### src/rtl/iter_alu_responder.sv
// Responder side of the request/valid ALU handshake: add/sub in one cycle, shift-add multiply and
// restoring divide one bit per cycle. Define ITER_ALU_STATUS_EN to add the status[2:0] flag output.
module iter_alu_responder #(
   parameter int width = 32
) (
   input  logic             clk,
   input  logic             reset,
   input  logic             request,
   input  logic [width-1:0] operandA,
   input  logic [width-1:0] operandB,
   input  logic [1:0]       opcode,
   output logic [width-1:0] result,
   output logic             valid,
   output logic             busy
`ifdef ITER_ALU_STATUS_EN
   ,
   output logic [2:0]       status
`endif
);

   localparam int CW = $clog2(width + 1);
`ifdef ITER_ALU_STATUS_EN
   // Full-width product is needed to detect multiply overflow.
   localparam int AW = 2 * width;
`else
   localparam int AW = width;
`endif

   typedef enum logic [1:0] {OP_ADD, OP_SUB, OP_MUL, OP_DIV} op_e;
   typedef enum logic [1:0] {S_IDLE, S_CALC, S_DONE, S_RELEASE} state_e;

   state_e           state_q, state_d;
   op_e              op_q, op_d;
   logic [CW-1:0]    cnt_q, cnt_d;
   logic [AW-1:0]    a_q, a_d;
   logic [width-1:0] b_q, b_d;
   logic [AW-1:0]    acc_q, acc_d;
   logic [width-1:0] rem_q, rem_d;
   logic [width-1:0] result_q, result_d;

   logic [AW-1:0]    acc_step;
   logic [width:0]   rem_sh;
   logic [width-1:0] rem_sub;
   logic             div_ge;
   logic [width-1:0] quot_nx;

   // One iteration of each datapath; a_q holds the multiplicand for MUL and the
   // dividend-in / quotient-out shift register for DIV.
   always_comb begin
      acc_step = b_q[0] ? acc_q + a_q : acc_q;
      rem_sh   = {rem_q, a_q[width-1]};
      div_ge   = rem_sh >= {1'b0, b_q};
      rem_sub  = rem_sh[width-1:0] - b_q;
      quot_nx  = {a_q[width-2:0], div_ge};
   end

   // NOTE: every *_d gets a default first, so no path through the case can infer a latch.
   always_comb begin
      state_d  = state_q;
      op_d     = op_q;
      cnt_d    = cnt_q;
      a_d      = a_q;
      b_d      = b_q;
      acc_d    = acc_q;
      rem_d    = rem_q;
      result_d = result_q;

      unique case (state_q)
         S_IDLE: begin
            if (request) begin
               op_d  = op_e'(opcode);
               a_d   = AW'(operandA);
               b_d   = operandB;
               acc_d = '0;
               rem_d = '0;
               unique case (op_e'(opcode))
                  OP_ADD: begin
                     result_d = operandA + operandB;
                     state_d  = S_DONE;
                  end
                  OP_SUB: begin
                     result_d = operandA - operandB;
                     state_d  = S_DONE;
                  end
                  default: begin
                     cnt_d   = CW'(width);
                     state_d = S_CALC;
                  end
               endcase
            end
         end
         S_CALC: begin
            cnt_d = cnt_q - CW'(1);
            if (op_q == OP_MUL) begin
               acc_d = acc_step;
               a_d   = a_q << 1;
               b_d   = b_q >> 1;
            end else begin
               rem_d = div_ge ? rem_sub : rem_sh[width-1:0];
               a_d   = AW'(quot_nx);
            end
            if (cnt_q == CW'(1)) begin
               result_d = (op_q == OP_MUL) ? acc_step[width-1:0] : quot_nx;
               state_d  = S_DONE;
            end
         end
         S_DONE: state_d = S_RELEASE;
         S_RELEASE: begin
            if (!request) state_d = S_IDLE;
         end
         default: state_d = S_IDLE;
      endcase
   end

   // NOTE: sequential state uses non-blocking assignments only; blocking here would race readers.
   always_ff @(posedge clk or posedge reset) begin
      if (reset) begin
         state_q  <= S_IDLE;
         op_q     <= OP_ADD;
         cnt_q    <= '0;
         a_q      <= '0;
         b_q      <= '0;
         acc_q    <= '0;
         rem_q    <= '0;
         result_q <= '0;
      end else begin
         state_q  <= state_d;
         op_q     <= op_d;
         cnt_q    <= cnt_d;
         a_q      <= a_d;
         b_q      <= b_d;
         acc_q    <= acc_d;
         rem_q    <= rem_d;
         result_q <= result_d;
      end
   end

   assign result = result_q;
   assign valid  = (state_q == S_DONE);
   assign busy   = (state_q != S_IDLE);

`ifdef ITER_ALU_STATUS_EN
   logic [2:0]     status_q, status_d;
   logic [width:0] add_full;

   // Flags load on the same edge as result: {div_by_zero, carry/borrow/overflow, zero}.
   always_comb begin
      add_full = {1'b0, operandA} + {1'b0, operandB};
      status_d = status_q;
      if (state_q == S_IDLE && request) begin
         if (op_e'(opcode) == OP_ADD)
            status_d = {1'b0, add_full[width], add_full[width-1:0] == '0};
         else if (op_e'(opcode) == OP_SUB)
            status_d = {1'b0, operandA < operandB, operandA == operandB};
      end else if (state_q == S_CALC && cnt_q == CW'(1)) begin
         if (op_q == OP_MUL)
            status_d = {1'b0, |acc_step[AW-1:width], acc_step[width-1:0] == '0};
         else
            status_d = {b_q == '0, 1'b0, quot_nx == '0};
      end
   end

   always_ff @(posedge clk or posedge reset) begin
      if (reset) status_q <= '0;
      else       status_q <= status_d;
   end

   assign status = status_q;
`endif

endmodule

### config.mk
export PLATFORM = sky130hd
export DESIGN_NAME = iter_alu_responder
export DESIGN_NICKNAME = d
export VERILOG_FILES = /design/src/rtl/iter_alu_responder.sv
export SDC_FILE = /design/constraint.sdc
export NUM_CORES = 1
export LEC_CHECK = 0
export CAP_MARGIN = 20
export CELL_PAD_IN_SITES_DETAIL_PLACEMENT = 1
export CELL_PAD_IN_SITES_GLOBAL_PLACEMENT = 1
export CORE_AREA = 2 2 170 172
export CTS_CLUSTER_SIZE = 40
export DETAILED_ROUTE_END_ITERATION = 16
export DIE_AREA = 0 0 172 174
export GPL_TIMING_DRIVEN = 0
export PLACE_DENSITY = 0.88
export SLEW_MARGIN = 20
export SYNTH_ARGS = -nofsm -noshare
export SYNTH_HDL_FRONTEND = slang
export SYNTH_SLANG_ARGS = --single-unit
### constraint.sdc
create_clock -name clk -period 16.72 [get_ports clk]
set_clock_uncertainty 0.1 [all_clocks]
set_input_delay 3.344 -clock clk [delete_from_list [all_inputs] [get_ports clk]]
set_output_delay 3.344 -clock clk [all_outputs]
set_load 0.05 [all_outputs]
==> metrics.log <==
INFO  metric cp_data_required_time = 16.92 ns
INFO  metric grt-ovfl-total = 0
INFO  metric endpoint_kind = register
INFO  metric postSynth.asyncResetShare = 100%
INFO  metric synth_compound_area_share = 25.0%
INFO  metric number_of_antenna_violations_at_the_first_check_in_global_routing = 0
INFO  metric synth-xor-area-share = 6.73%
INFO  metric worstHoldStart = result[12]
INFO  metric hpwl_detailed = 38300 um
INFO  metric stdcell_area = 15800 um2
INFO  metric cts.repair_timing.setup_buffer_count = 0
INFO  metric grtUsageTotal = 34.1%
INFO  metric timing.setup.critical_path_class = input port to register
INFO  metric die-height = 174 um
INFO  metric clock_tree.htree_level_count = 4
INFO  metric largest_family_of_logic_cells_by_synthesized_area = compound AO/OA/AOI/OAI gates
INFO  metric synth-adder-area-share = 9.69%
INFO  metric report.final.setup_viol = 0
INFO  metric worstMarginPinSlew = 0.972 ns
INFO  metric layout-area-overhead-vs-synth = 15.8%
INFO  metric route.detailed.wl_per_inst = 23.8 um
INFO  metric max_slew_margin = 35.2%
INFO  metric min_path_cells = 2
INFO  metric holdCritPathClass = register to register
INFO  metric synth.yosys.seq_area_share = 31.2%
INFO  metric period_needed = 8.27 ns
INFO  metric die-area = 29900 um2
INFO  metric power_leakage = 7.03 nW
INFO  metric synth_cell_type_count = 81
INFO  metric critical_path.reg2reg.startpoint = state_q[1]
INFO  metric syn_inst = 1610
INFO  metric floorplan.core_area = 28200 um2
INFO  metric r2r-end = result[13]
INFO  metric synth-main-ff-cell = dfrtp_1
INFO  metric vias_per_instance = 6.40
INFO  metric switching_share = 52.5%
INFO  metric ctsHoldBuffers = 0
INFO  metric cts.repair.resized = 0
INFO  metric top_level_ports = 103
INFO  metric cts_max_path_buffers = 2
INFO  metric final.period_utilization = 49.5%
INFO  metric post_synthesis_instance_area = 13700 um2
INFO  metric hold-path-endpoint = result[12]
INFO  metric finalSetupTns = 0 ns
INFO  metric placementRows = 62
INFO  metric synth_enable_flop_cells = 0
INFO  metric highest_net_fanout_along_the_worst_path = 5
INFO  metric total_power = 0.00338 W
INFO  metric remaining_antenna_violation_count = 0
INFO  metric place.port_buffers = 102
INFO  metric ir_worst_vdd = 0.120 mV
INFO  metric grt_pass1_wl = 78600 um
INFO  metric avgSynthCellArea = 8.48 um2
INFO  metric clk-insertion-delay-late = 0.46 ns
INFO  metric synth-warning-count = 0
INFO  metric placedInstanceArea = 15200 um2
INFO  metric worst-r2r-cell-count = 10
INFO  metric fmaxAchievable = 121 MHz
INFO  metric p_int = 0.00160 W
INFO  metric timing.reg2reg.setup_slack = 12.78 ns
INFO  metric cp.arrival = 8.47 ns
INFO  metric final_nets = 1905
INFO  metric die_x = 172 um
INFO  metric drt_iter0_drc = 1144
INFO  metric initial_core_util = 48.4%
INFO  metric clock-root-buffer = clkbuf_16
INFO  metric cellPowerDensity = 214 nW/um2
INFO  metric vias = 13600
INFO  metric detail_route.wirelength = 50600 um
INFO  metric startpoint_type = input port
INFO  metric grt_pass1_vias = 14200
INFO  metric drt_first_pass_iters = 8
INFO  metric pwr-share-comb = 65.1%
INFO  metric synthesis.nets = 1783
INFO  metric cts_num_sinks = 170
INFO  metric p_sw = 0.00178 W
INFO  metric numCtsBuffers = 17
INFO  metric seq_power_share = 22.0%
INFO  metric power_frac_clock = 12.9%
INFO  metric fillCellCount = 3401
INFO  metric count_of_endpoints_failing_hold_in_the_final_timing_report = 0
INFO  metric tritoncts = done
INFO  metric finalWeightedCongestion = 0.928
INFO  metric cap_violations = 0
INFO  metric grt_start_max_net_pins = 92
INFO  metric drt_drc_violations_left = 0
INFO  metric drive_above_1_share = 4.01%
INFO  metric ys_ff_latch = 170
INFO  metric post_synth_mux_area_share = 7.95%
INFO  metric timing.final.max_slew_violations = 0
INFO  metric setup_repair_after_global_routing_missed_its_margin = false
INFO  metric outcome = completed
INFO  metric synth_simple_gate_area_share = 15.5%
INFO  metric clk_pin_slew = 0.07 ns
## layer usage
| metal | GRT usage (%) | routed length [um] | vias to the layer above |
|---|---|---|---|
| met5 | 0 | 0 | - |
| met4 | 15.8 | 2340 | 0 |
| met3 | 5.85 | 3000 | 143 |
| met2 | 54.3 | 23300 | 515 |
| met1 | 45.2 | 22000 | 6866 |
| li1 | - | - | 6113 |
## state kept, by name, indices dropped and copies added (netlist names)
register / flops
acc_q: 32
a_q: 32
b_q: 32
cnt_q: 6
result: 32
state_q: 2
rem_q: 32
op_q: 2
## layout make-up
type | instances | area, um2 | share of cell area, %
sequential | 170 | 4250 | 26.9
tap | 384 | 480 | 3.04
buffer | 81 | 317 | 2.00
timing repair buffer | 103 | 1050 | 6.63
inverter | 61 | 236 | 1.50
antenna | 1 | 2.50 | 0.0158
clock inverter | 13 | 168 | 1.06
multi-input combinational | 1298 | 8860 | 56.0
clock buffer | 19 | 453 | 2.86
## cells by family (layout without fill, tap and decap cells)
| kind of cell | count (synthesis) | count (layout) |
|---|---|---|
| compound gates | 530 | 530 |
| simple gates | 451 | 451 |
| flops | 170 | 170 |
| buf+inv | 142 | 277 |
| mux | 108 | 108 |
| xor+xnor | 105 | 105 |
| fa+ha+maj | 104 | 104 |
| other cells | 0 | 1 |
## power by group through the flow
stage	clock, W	combinational, W	sequential (W)
2_1_floorplan	0	0.00137	0.000818
3_3_place_gp	0	0.00204	0.000731
3_5_place_dp	0	0.00214	0.000742
4_1_cts	0.000437	0.00217	0.000738
5_1_grt	0.000452	0.00238	0.000760
6_report	0.000436	0.00220	0.000743
## cells in the mapped netlist (6+ instances only)
library cell	number	share of area [%]
a31oi_1	23	1.1
nand4_1	11	0.50
dfrtp_1	170	31
inv_1	60	1.6
a21boi_0	6	0.33
nand2_1	190	5.2
o21bai_1	13	0.71
o211ai_1	9	0.49
nor2b_1	16	0.73
buf_2	7	0.26
nor3_1	24	0.88
mux2i_1	104	7.6
a22o_1	28	1.8
nand2b_1	21	0.96
a221oi_1	17	1.1
xnor2_1	63	4.0
a211oi_1	11	0.60
a21o_1	40	2.2
nor2_1	109	3.0
o21a_1	17	0.93
a22oi_1	7	0.38
and3_1	12	0.55
xor2_1	42	2.7
nor4_1	7	0.32
o41ai_1	6	0.38
o31ai_1	14	0.77
o21ai_0	179	6.6
a21oi_1	99	3.6
nand3_1	20	0.73
or3_1	8	0.37
ha_1	101	9.3
clkbuf_1	68	1.9
## through the flow
stage	hold slack, ns	setup slack, ns	instances	util, %
after detailed placement	0.372	8.08	2097	53.8
after global placement	0.365	6.00	2096	53.7
after global routing	0.417	8.19	2129	56.0
after floorplan	0.348	8.67	1610	-
after CTS	0.384	8.53	2129	56.0
final	0.380	8.45	2130	56.0
## worst max-delay path by stage
stage	startpoint	to	slack, ns
after detailed placement	operandB[3]	result[26]	8.08
after CTS	operandB[3]	result[26]	8.53
after global routing	operandB[3]	result[26]	8.19
final	operandB[3]	result[26]	8.45
after global placement	reset	acc_q[28]	6.00
after floorplan	reset	a_q[0]	8.67
## critical path, stage by stage
cell	delay [ns]
clkdlybuf4s50_1	0.54
or3_4	0.42
or3_2	0.52
nor2b_2	0.19
nand3b_1	0.13
or2_2	0.35
o21ai_0	0.20
xor2_1	0.17
ha_1	0.28
and3_1	0.23
a221o_1	0.36
a21o_1	0.20
a21o_1	0.19
a221oi_1	0.45
o21ai_0	0.20
xor2_1	0.21
a221oi_1	0.34
o21ai_0	0.14
## cells in the final DEF, fill, tap and decap left out, types with 20 or more instances in the layout
cell type and count:
nand2_1 190, ha_1 101, nand3_1 20, inv_1 59
dfrtp_1 170, a21oi_1 99, a22o_1 28, mux2i_1 104
nand2b_1 21, clkdlybuf4s50_1 102, nor3_1 24, nor2_1 109
a21o_1 40, clkbuf_1 68, a31oi_1 23, o21ai_0 179
xnor2_1 63, xor2_1 42
Power figures use the tool's default switching activity.
